**src/rtl/mmio_console_ctrl.sv**
```systemverilog
`timescale 1ns/1ps
// MMIO console/finish controller: buffers CPU store bytes, shifts them out as 8N1 UART,
// and raises a sticky finish flag once the finish code is seen and all output has drained.
//
// state | meaning
// IDLE  | line high, waiting for a buffered byte
// START | start bit, line low
// DATA  | eight data bits, LSB first
// STOP  | stop bit, line high; chains straight into START when more bytes wait
module mmio_console_ctrl #(
  parameter int unsigned CLK_FREQ_HZ = 100_000_000,
  parameter int unsigned BAUD        = 1_000_000,
  parameter int unsigned FIFO_DEPTH  = 16,
  parameter logic [31:0] FINI_CODE   = 32'h0002_0000
) (
  input  logic        clk_i,
  input  logic        rst_n,
  input  logic [31:0] dbus_addr_i,
  input  logic        dbus_wvalid_i,
  input  logic [31:0] dbus_wdata_i,
  output logic        stall_o,
  output logic        txd_o,
  output logic        busy_o,
  output logic        fini_o
);
  localparam int unsigned BIT_CYC = CLK_FREQ_HZ / BAUD;
  localparam int unsigned PTR_W   = $clog2(FIFO_DEPTH);
  localparam int unsigned TMR_W   = $clog2(BIT_CYC);
  localparam logic [PTR_W:0]   DEPTH_C  = (PTR_W + 1)'(FIFO_DEPTH);
  localparam logic [TMR_W-1:0] TMR_LAST = TMR_W'(BIT_CYC - 1);

  typedef enum logic [1:0] {ST_IDLE, ST_START, ST_DATA, ST_STOP} state_e;

  state_e           state_q, state_d;
  logic [TMR_W-1:0] tmr_q, tmr_d;
  logic [2:0]       bit_idx_q, bit_idx_d;
  logic [7:0]       shreg_q, shreg_d;
  logic [7:0]       mem_q [FIFO_DEPTH];
  logic [7:0]       mem_d [FIFO_DEPTH];
  logic [PTR_W-1:0] wptr_q, wptr_d, rptr_q, rptr_d;
  logic [PTR_W:0]   count_q, count_d;
  logic             fini_pend_q, fini_pend_d;
  logic             fini_q, fini_d;

  logic sel, is_fini, full, fifo_ne, take_byte, push, pop, bit_end;
  logic unused_addr;

  assign unused_addr = ^dbus_addr_i[30:0];
  assign fini_o      = fini_q;

  // Fullness uses the registered count, so a same-cycle pop never frees a slot early.
  always_comb begin
    sel         = dbus_addr_i[31] & dbus_wvalid_i;
    is_fini     = (dbus_wdata_i == FINI_CODE);
    full        = (count_q == DEPTH_C);
    fifo_ne     = (count_q != '0);
    take_byte   = sel & ~is_fini & ~fini_pend_q;
    stall_o     = take_byte & full;
    push        = take_byte & ~full;
    busy_o      = fifo_ne | (state_q != ST_IDLE);
    fini_pend_d = fini_pend_q | (sel & is_fini);
    fini_d      = fini_q | (fini_pend_q & ~busy_o);
  end

  always_comb begin
    state_d   = state_q;
    tmr_d     = tmr_q;
    bit_idx_d = bit_idx_q;
    shreg_d   = shreg_q;
    pop       = 1'b0;
    txd_o     = 1'b1;
    bit_end   = (tmr_q == TMR_LAST);
    case (state_q)
      ST_IDLE: begin
        tmr_d = '0;
        if (fifo_ne) begin
          pop     = 1'b1;
          shreg_d = mem_q[rptr_q];
          state_d = ST_START;
        end
      end
      ST_START: begin
        txd_o = 1'b0;
        tmr_d = bit_end ? '0 : tmr_q + TMR_W'(1);
        if (bit_end) begin
          bit_idx_d = '0;
          state_d   = ST_DATA;
        end
      end
      ST_DATA: begin
        txd_o = shreg_q[0];
        tmr_d = bit_end ? '0 : tmr_q + TMR_W'(1);
        if (bit_end) begin
          shreg_d   = {1'b0, shreg_q[7:1]};
          bit_idx_d = bit_idx_q + 3'd1;
          if (bit_idx_q == 3'd7) state_d = ST_STOP;
        end
      end
      ST_STOP: begin
        tmr_d = bit_end ? '0 : tmr_q + TMR_W'(1);
        if (bit_end) begin
          if (fifo_ne) begin
            pop     = 1'b1;
            shreg_d = mem_q[rptr_q];
            state_d = ST_START;
          end else begin
            state_d = ST_IDLE;
          end
        end
      end
      default: state_d = ST_IDLE;
    endcase
  end

  always_comb begin
    mem_d   = mem_q;
    wptr_d  = wptr_q;
    rptr_d  = rptr_q;
    count_d = count_q;
    if (push) begin
      mem_d[wptr_q] = dbus_wdata_i[7:0];
      wptr_d        = wptr_q + PTR_W'(1);
    end
    if (pop) rptr_d = rptr_q + PTR_W'(1);
    case ({push, pop})
      2'b10:   count_d = count_q + (PTR_W + 1)'(1);
      2'b01:   count_d = count_q - (PTR_W + 1)'(1);
      default: count_d = count_q;
    endcase
  end

  always_ff @(posedge clk_i or negedge rst_n) begin
    if (!rst_n) begin
      state_q     <= ST_IDLE;
      tmr_q       <= '0;
      bit_idx_q   <= '0;
      shreg_q     <= '0;
      mem_q       <= '{default: '0};
      wptr_q      <= '0;
      rptr_q      <= '0;
      count_q     <= '0;
      fini_pend_q <= 1'b0;
      fini_q      <= 1'b0;
    end else begin
      state_q     <= state_d;
      tmr_q       <= tmr_d;
      bit_idx_q   <= bit_idx_d;
      shreg_q     <= shreg_d;
      mem_q       <= mem_d;
      wptr_q      <= wptr_d;
      rptr_q      <= rptr_d;
      count_q     <= count_d;
      fini_pend_q <= fini_pend_d;
      fini_q      <= fini_d;
    end
  end

endmodule

```
**config.mk**
```make
export PLATFORM = sky130hd
export DESIGN_NAME = mmio_console_ctrl
export DESIGN_NICKNAME = d
export VERILOG_FILES = /design/src/rtl/mmio_console_ctrl.sv
export SDC_FILE = /design/constraint.sdc
export NUM_CORES = 1
export LEC_CHECK = 0
export ABC_AREA = 1
export ABC_CLOCK_PERIOD_IN_PS = 4510
export BUFFER_PORTS_ARGS = -buffer_cell sky130_fd_sc_hd__buf_2
export CORE_MARGIN = 5
export CORE_UTILIZATION = 55
export DETAILED_ROUTE_END_ITERATION = 12
export PLACE_DENSITY = 0.73
export SLEW_MARGIN = 20
export SYNTH_ARGS = -nofsm -noshare
export SYNTH_HDL_FRONTEND = slang
export SYNTH_SLANG_ARGS = --single-unit
```
**constraint.sdc**
```tcl
create_clock -name clk_i -period 4.51 [get_ports clk_i]
set_input_delay 0.451 -clock clk_i [delete_from_list [all_inputs] [get_ports clk_i]]
set_output_delay 0.451 -clock clk_i [all_outputs]
set_load 0.005 [all_outputs]
```
==> results.txt, run 1 <==
Outcome: finished clean
CP Cell Sequence: nor2_2 -> inv_1 -> nor2_4 -> buf_4 -> nand2_2 -> ha_1 -> xor2_1 -> ha_1 -> inv_1 -> nand2_1 -> nand3_1 -> nand2_1 -> xor2_1 -> nand2_1 -> nand2_1
Share of synthesized registers carrying an async set or reset: 1.00
Crit-path slowest cell: dfrtp_1
Clock transition at path regs: 0.07 ns
Unrepaired setup endpoints after global routing: no
Clock root cell: clkbuf_16
Final Cell Area: 9990 µm²
Final cycle utilization of the critical path: 0.631
Starting Density: 0.558
Setup TNS: 0 ns
Synth Register Bits: 163
Routed WL: 24600 µm
CORE AREA: 16500 µm²
Number of global-route vias before repair: 7914
Die area: 19400 µm²
Peak per-stage delay on the critical path: 0.39 ns
Sequential area share after synthesis: 0.444
Final Non-Filler Cells: 1460
Total vias in the final route: 8342
Clk sinks: 163
Dpl hpwl: 14800 µm
Post-Synth Simple-Gate Area: 0.412
Synth Area in Adders: 0.0245
Drt wl/cell: 16.9 µm
PwrDens: 312 nW/µm²
Minimum clock period: 2.85 ns
TritonCTS buffer count: 17
Mux contribution to synthesized area: 0
Ranking of synthesized cells by area: dfrtp_1 (44%), nand2_1 (20%), nand4_1 (9.4%), nand3_1 (5.3%), inv_1 (4.2%)
Maximum clock path buffer count: 2
Initial antenna violation count: 0
Largest fanout on the critical path: 41
Drt drc: 0
Iteration-0 DRC Markers: 1132
Vias/cell: 5.71
Dominant cell type by area after synthesis: dfrtp_1
GRT overflow: 0
Ys flop type: dfrtp_1
Die Span X: 139 µm
Min-delay worst type: input pin to asynchronous set/reset pin
Yosys warns: 0
Pre-CTS WS: 1.32 ns
RePlAce Congestion: 0.895
Peak supply drop: 0.274 mV
Worst EP required: 4.89 ns
CP bufs+invs: 3
Tightest Pin Transition: 0.979 ns
Top delay family on crit path: simple AND/OR/NAND/NOR gates
Row cnt: 47
Avg Cell Area, Syn: 7.44 µm²
FMAX: 351 MHz
Footprint of the multi-input gates: 4320 µm²
Hold_buf cts: 0
TritonCTS clock tree: done
Placed cell area: 9360 µm²
Mapped Nets: 1320
Layout area overhead: 8.80%
Max-Cap Viols: 0
Compound-Gate Fraction of Synth Area: 0.0227
Mapped Area: 9190 µm²
Filler cells: 1484
I/O Buffers: 39
Final slew viol count: 0
Final nets: 1312
Crit Path Category: flip-flop to flip-flop
Post-Synthesis Cells: 1235
Vert. Die Dim: 139 µm
Final core utilization: 0.607
CTS H-Tree Depth: 4
Largest family of logic cells by synthesized area: simple AND/OR/NAND/NOR gates
XOR/XNOR Fraction of Synth Area: 0.0114
Final setup margin: 1.66 ns
PostCTS Resize Cnt: 0
First-pass GRT wire length: 40800 µm
Setup crit end kind: flip-flop
Pleak: 5.35 nW
Clk_lat worst skew: 0.44 ns
Worst setup SP type: flip-flop
Cells after DPL: 1428
Most used cell along the critical path: nand2_1
Boundary pin count: 71
First drt pass iteration count: 5
Post-synth EDFFs: 0
N_diodes: 0
Layout cell share with drive strength beyond 1: 0.0863
Normalized max-slew margin: 0.347
Cell variety after synth: 30
Post-DRT Antenna Nets: 0
Setup bufs post-CTS: 0
Hold violation total from the final report: 0
Yosys top cell area share: 0.444
# setup viols final: 0
Clk_skew: 0.00859 ns
Worst EP arrival: 3.23 ns
Largest net degree at the start of global routing: 150
Seq. cell area: 4080 µm²
GRT Util Overall: 0.259
-- Yosys cell counts, drive strengths merged, types with 2 or more instances --
cell type / count
xnor2: 4
buf: 56
ha: 18
nor3: 2
nor3b: 2
a21oi: 3
nand4: 147
o211ai: 5
inv: 102
o21ai: 24
clkinv: 2
dfrtp: 163
o21bai: 2
clkbuf: 20
nor2: 92
nand2: 483
nand3: 98
xor2: 8
-- sequential cells by signal, summed over array words and instances, names as in the netlist --
signal,cells
fini_o,1
bit_idx_q,3
count_q,5
shreg_q,8
state_q,2
fini_pend_q,1
rptr_q,4
tmr_q,7
mem_q,128
wptr_q,4
-- logic make-up after synthesis --
| group | after synthesis |
|---|---|
| adder cells (fa/ha/maj) | 18 |
| AND/OR/NAND/NOR | 825 |
| flip-flops | 163 |
| buffers and inverters | 180 |
| AO/OA/AOI/OAI | 37 |
| XOR/XNOR | 12 |
-- report_power, final --
group	internal (mW)	switching (mW)
sequential	1.46	0
clock	0.981	0.596
combinational	0.0156	0.0634
total	2.46	0.659
-- metal layers --
layer,part of all wire,global-route usage,up-vias
li1,-,-,4017
met4,0.034,0.109,0
met3,0.064,0.0487,66
met5,0,0,-
met2,0.48,0.415,313
met1,0.42,0.349,3946
-- layout by cell type, fill, tap and decap left out, types with 5 or more instances in the layout --
cell,n
buf_4,9
o211ai_1,5
nand3_1,98
buf_2,38
clkinv_2,5
inv_1,102
nor2_2,14
o21ai_0,24
nor2_1,77
ha_1,18
clkbuf_16,17
nand2_1,481
xor2_1,8
nand4_4,9
nand4_1,138
dfrtp_1,162
-- area by class of cell --
| class | instances | share of cell area |
|---|---|---|
| clock buffers | 22 | 0.0485 |
| clock inverters | 10 | 0.0153 |
| inverters | 104 | 0.0391 |
| multi-input cells | 892 | 0.432 |
| flip-flops and latches | 163 | 0.408 |
| well taps | 220 | 0.0275 |
| repair buffers | 49 | 0.0289 |
-- through the flow --
stage | power [mW] | hold WS [ns]
4_1_cts | 3.14 | 0.182
3_3_place_gp | 1.57 | 0.451
5_1_grt | 3.21 | 0.227
3_5_place_dp | 1.57 | 0.458
6_report | 3.12 | 0.109
2_1_floorplan | 1.51 | 0.155
-- path summary, 6_finish.rpt --
kind / from / endpoint / slack (ns) / cells past startpoint
hold reg to reg: tmr_q[0]$_DFF_PN0_ / tmr_q[0]$_DFF_PN0_ / 0.46 / 1
max in group asynchronous: rst_n / mem_q[84]$_DFFE_PN0P_ / 3.28 / 2
min in group clk_i: dbus_wvalid_i / fini_pend_q$_DFF_PN0_ / 0.33 / 3
setup reg to reg: fini_pend_q$_DFF_PN0_ / count_q[4]$_DFFE_PN0P_ / 1.66 / 15
setup / recovery: fini_pend_q$_DFF_PN0_ / count_q[4]$_DFFE_PN0P_ / 1.66 / 15
hold / removal: rst_n / mem_q[60]$_DFFE_PN0P_ / 0.11 / 1
No activity file was read; power rests on OpenSTA's default activity.
==> run 2: changes to the inputs <==
ABC_AREA = 0   (was 1)
ABC_CLOCK_PERIOD_IN_PS = 2700   (was 4510)
PLACE_DENSITY = 0.74   (was 0.73)
clock period = 2.7 ns   (was 4.51 ns; I/O delays follow)
==> run 2 against run 1 <==
Worst hold slack worse by 0.013 ns. Count of clock-buffer cells in the layout is 3 lower. Combinational power grew to 53 times the previous value. Largest power group is now sequential cells. Synthesized area is 13% lower. Routed wire length is 31% lower. Power grew to 3.4 times the previous value. Clock skew is 0.0022 ns lower. Critical endpoint unchanged. Cell count is 44% lower.
==> results.txt, run 2 <==
Outcome: finished clean
GRT Util Overall: 0.219
Top delay family on crit path: adder cells
Min-delay worst type: input pin to flip-flop
Row cnt: 44
Most used cell along the critical path: ha_2
Die Span X: 131 µm
Share of synthesized registers carrying an async set or reset: 1.00
Mux contribution to synthesized area: 0.277
Total vias in the final route: 4863
Dpl hpwl: 11400 µm
N_diodes: 0
Mapped Nets: 650
CP bufs+invs: 1
Synth Register Bits: 163
Most flops, register: mem_q
Initial antenna violation count: 0
Peak supply drop: 0.740 mV
Drt drc: 0
Mapped Area: 8000 µm²
PwrDens: 1180 nW/µm²
Boundary pin count: 71
Minimum clock period: 2.55 ns
CORE AREA: 14400 µm²
Pleak: 3.88 nW
Crit Path Category: flip-flop to flip-flop
Number of global-route vias before repair: 5315
Setup crit end kind: flip-flop
Seq. cell area: 4080 µm²
XOR/XNOR Fraction of Synth Area: 0.0197
Tightest Pin Transition: 0.674 ns
Clk_lat worst skew: 0.43 ns
Post-synth EDFFs: 0
Largest net degree at the start of global routing: 68
Clock root cell: clkbuf_16
Starting Density: 0.557
TritonCTS buffer count: 17
Dominant cell type by area after synthesis: dfrtp_1
Yosys top cell area share: 0.510
Commonest non-fill, non-tap cell in the layout: dfrtp_1
# setup viols final: 0
Cell variety after synth: 47
Sequential area share after synthesis: 0.510
Max-Cap Viols: 0
Clock transition at path regs: 0.06 ns
Yosys warns: 0
Worst EP arrival: 2.91 ns
Synth Area in Adders: 0.0282
Post-Synth Simple-Gate Area: 0.0884
Filler cells: 1064
Vert. Die Dim: 131 µm
Post-DRT Antenna Nets: 0
First drt pass iteration count: 4
Final core utilization: 0.634
RePlAce Congestion: 0.793
Avg Cell Area, Syn: 14.2 µm²
Peak per-stage delay on the critical path: 0.40 ns
Final slew viol count: 0
CP Cell Sequence: ha_2 -> and4b_2 -> a31oi_4 -> nor3_4 -> ha_2 -> buf_4 -> ha_1 -> a31oi_1 -> or2_2 -> a21oi_2 -> xor2_1
Clk_skew: 0.00635 ns
Drt wl/cell: 20.8 µm
Largest regs: mem_q x128, shreg_q x8, tmr_q x7
Iteration-0 DRC Markers: 293
Layout area overhead: 14.0%
GRT overflow: 0
Die area: 17000 µm²
Largest fanout on the critical path: 6
Routed WL: 17000 µm
Layout cell share with drive strength beyond 1: 0.471
First-pass GRT wire length: 28300 µm
Pwr Total: 10.7 mW
Ys flop type: dfrtp_1
Maximum clock path buffer count: 2
Final nets: 703
Worst setup SP type: flip-flop
Max reg flops: 128
Footprint of the multi-input gates: 3780 µm²
Clk sinks: 163
CTS H-Tree Depth: 4
Top-count cell post-synth: dfrtp_1
I/O Buffers: 39
TritonCTS clock tree: done
Synth top cells by count: dfrtp_1 (163), mux2_2 (131), mux4_2 (33), a21oi_1 (26)
Crit-path slowest cell: dfrtp_1
Most frequent cells in the layout: dfrtp_1 (162), mux2_2 (131), buf_2 (38), mux4_2 (33), buf_4 (26)
Ranking of synthesized cells by area: dfrtp_1 (51%), mux2_2 (18%), mux4_2 (9.3%), nor3_4 (3.3%), ha_1 (2.8%)
Post-Synthesis Cells: 565
Largest family of logic cells by synthesized area: multiplexers
Normalized max-slew margin: 0.549
Compound-Gate Fraction of Synth Area: 0.0502
Worst EP required: 3.05 ns
Final cycle utilization of the critical path: 0.946
FMAX: 391 MHz
Vias/cell: 5.97
Hold violation total from the final report: 0
run 2: cell families after synthesis:
kind of cell | count (synthesis)
mux | 164
flops | 163
simple gates | 99
compound gates | 62
buf+inv | 41
xor+xnor | 18
fa+ha+maj | 18
run 2: area by class of cell:
type	instances	share of cell area
clock inverter	13	0.0110
clock buffer	19	0.0497
multi-input combinational	361	0.414
timing repair buffer	68	0.0490
sequential	163	0.448
inverter	7	0.00288
tap	184	0.0253
run 2: timing repair:
item | in CTS | in global routing
hold buffers | 1 | 0
endpoints found under the hold margin | 64 | 0
resized for setup | 0 | 8
setup endpoints to repair | 0 | 1
buffers inserted | 0 | 2
run 2: final timing paths:
path                               startpoint                endpoint  slack (ns)  depth (start not counted)
max in group asynchronous               rst_n  mem_q[117]$_DFFE_PN0P_        1.50                          3
hold reg to reg              fini_o$_DFF_PN0_        fini_o$_DFF_PN0_        0.46                          1
min in group asynchronous               rst_n  count_q[1]$_DFFE_PN0P_        0.41                          2
hold / removal                  dbus_wvalid_i   fini_pend_q$_DFF_PN0_         0.1                          2
setup / recovery           tmr_q[0]$_DFF_PN0_  count_q[4]$_DFFE_PN0P_        0.15                         11
setup reg to reg           tmr_q[0]$_DFF_PN0_  count_q[4]$_DFFE_PN0P_        0.15                         11
run 2: per-layer routing:
metal  part of all wire  track usage  up-vias
met5                  0            0        -
met4              0.024       0.0732        0
met3              0.042       0.0508       26
met2               0.51        0.361       82
met1               0.42        0.291     2539
li1                   -            -     2216
run 2: report_power, final:
part / switching (mW) / total [mW] / internal [mW]
Combinational: 1.88 / 4.19 / 2.31
Sequential: 0.710 / 4.28 / 3.57
Clock: 1.01 / 2.25 / 1.24
Total: 3.60 / 10.7 / 7.12
run 2: metrics by stage:
stage                     worst slack (ns)  instance area, µm²  cells  TNS (ns)  hold WS [ns]
after floorplan                    0.00184                8040    565         0       -0.0256
after global placement              0.0893                8490    780         0         0.302
after detailed placement            0.0503                8490    780         0         0.321
after CTS                           0.0575                9060    813         0        0.0799
after global routing              -0.00155                9110    815  -0.00155        0.0972
final                                0.146                9110    815         0        0.0966
==> run 3: changes to the inputs <==
ABC_AREA = 1   (was 0)
PLACE_DENSITY = 0.73   (was 0.74)
==> run 3 against run 2 <==
Non-clock buffer count grew 2. Count of clock-buffer cells in the layout grew 4. Critical path depth shrank 6. Combinational power shrank 96%. Global-route usage grew 4.8 points. Utilization shrank 1.6 points. Cell count grew 82%. Via count grew 75%. First-iteration DRC count grew to 3.4 times the previous value. Critical path type is now flip-flop to primary output. Sequential cell count is the same. Maximum frequency grew 5.7%. Setup slack gained 0.14 ns.
==> results.txt, run 3 (synthesis gave the netlist of run 1 again) <==
Clock root cell: clkbuf_16
Crit Path Category: flip-flop to primary output
Final core utilization: 0.618
CP bufs+invs: 2
CP Cell Sequence: nor2_1 -> nand4_1 -> buf_12 -> nor3_1 -> buf_2
GRT overflow: 0
Final slew viol count: 0
# setup viols final: 0
Final Non-Filler Cells: 1481
Most flops, register: mem_q
WHS: 0.142 ns
Drt drc: 0
Worst EP required: 2.43 ns
Clock transition at path regs: 0.07 ns
Initial antenna violation count: 0
GRT Util Overall: 0.267
Maximum clock path buffer count: 2
CORE AREA: 16500 µm²
Largest net degree at the start of global routing: 150
Cells after DPL: 1447
Total vias in the final route: 8501
TritonCTS buffer count: 17
Filler cells: 1486
Boundary pin count: 71
Final Cell Area: 10200 µm²
FMAX: 414 MHz
Final setup margin: 0.283 ns
Largest regs: mem_q x128, shreg_q x8, tmr_q x7
Worst EP arrival: 2.15 ns
Most frequent cells in the layout: nand2_1 (480), dfrtp_1 (161), nand4_1 (138), inv_1 (100), nand3_1 (98)
Unrepaired setup endpoints after global routing: no
CTS H-Tree Depth: 4
Worst setup SP type: flip-flop
Hold violation total from the final report: 0
Tightest Pin Transition: 0.769 ns
Final nets: 1333
Routed WL: 25400 µm
Outcome: finished clean
Max-Cap Viols: 0
Clk sinks: 163
RePlAce Congestion: 0.873
Largest fanout on the critical path: 149
Placed cell area: 9540 µm²
Starting Density: 0.558
Vias/cell: 5.74
First-pass GRT wire length: 42100 µm
HP Start: dbus_wvalid_i
Dpl hpwl: 15500 µm
CP startpoint: count_q[2]$_DFFE_PN0P_
First drt pass iteration count: 6
Pleak: 5.43 nW
Peak supply drop: 0.466 mV
PwrDens: 500 nW/µm²
Post-DRT Antenna Nets: 0
Iteration-0 DRC Markers: 994
Die Span X: 139 µm
Clk_skew: 0.00743 ns
Clk_lat worst skew: 0.43 ns
Final cycle utilization of the critical path: 0.895
Min-delay worst type: input pin to flip-flop
Drt wl/cell: 17.1 µm
Layout area overhead: 10.8%
Peak per-stage delay on the critical path: 0.42 ns
Commonest non-fill, non-tap cell in the layout: nand2_1
I/O Buffers: 39
Top delay family on crit path: simple AND/OR/NAND/NOR gates
Layout cell share with drive strength beyond 1: 0.104
Pwr Total: 5.08 mW
Setup crit end kind: primary output
Setup TNS: 0 ns
TritonCTS clock tree: done
N_diodes: 0
Critical R2R Launch: state_q[0]$_DFFE_PN0P_
Pre-CTS WS: 0.0991 ns
Minimum clock period: 2.42 ns
Die area: 19400 µm²
Row cnt: 47
Normalized max-slew margin: 0.487
Max reg flops: 128
Vert. Die Dim: 139 µm
Crit-path slowest cell: dfrtp_1
Number of global-route vias before repair: 8072
run 3: cell count changes in the layout (fill, tap and decap cells not counted), sizes merged, moves of 25 or more:
cell / before / now
nor3: 27 / 2
mux2: 131 / 0
nand3: 14 / 98
mux4: 33 / 0
nand2: 11 / 483
nor2: 14 / 92
nand4: 7 / 147
inv: 11 / 102
run 3: worst min-delay path, cell delays in order:
cell     delay [ns]
buf_2          0.09
nand2_1        0.07
o21ai_0        0.08
run 3: worst paths after layout:
check	endpoint	slack, ns	cells after the start
max in group asynchronous	mem_q[87]$_DFFE_PN0P_	1.54	3
max reg2reg	count_q[4]$_DFFE_PN0P_	0.29	17
min reg2reg	tmr_q[0]$_DFF_PN0_	0.47	1
min in group asynchronous	mem_q[52]$_DFFE_PN0P_	0.42	2
min	fini_pend_q$_DFF_PN0_	0.14	3
max	stall_o	0.28	5
run 3: cell type report:
cell class / instances / area, µm² / share of cell area
multi-input cells: 892 / 4350 / 0.427
flip-flops and latches: 163 / 4080 / 0.401
repair buffers: 70 / 487 / 0.0478
clock buffers: 23 / 468 / 0.0460
inverters: 104 / 390 / 0.0384
well taps: 220 / 275 / 0.0270
clock inverters: 9 / 130 / 0.0128
run 3: what timing repair did:
item                                    in CTS  in global routing
hold endpoints to repair                    62                  0
setup buffers                                0                  1
hold buffers                                 1                  0
gates resized for setup                      0                  8
endpoints found under the setup margin       0                  3
run 3: power breakdown:
group,switching [mW],total [mW],leakage (nW),internal [mW]
logic,0.112,0.152,2.90,0.0398
registers,0,2.44,2.25,2.44
clock network,0.988,2.49,0.279,1.50
run 3: layer usage:
| metal | track usage | share of wire | wire (µm) |
|---|---|---|---|
| met4 | 0.113 | 0.039 | 996 |
| met5 | 0 | 0 | 0 |
| met3 | 0.0446 | 0.067 | 1690 |
| met1 | 0.365 | 0.42 | 10600 |
| met2 | 0.425 | 0.48 | 12100 |
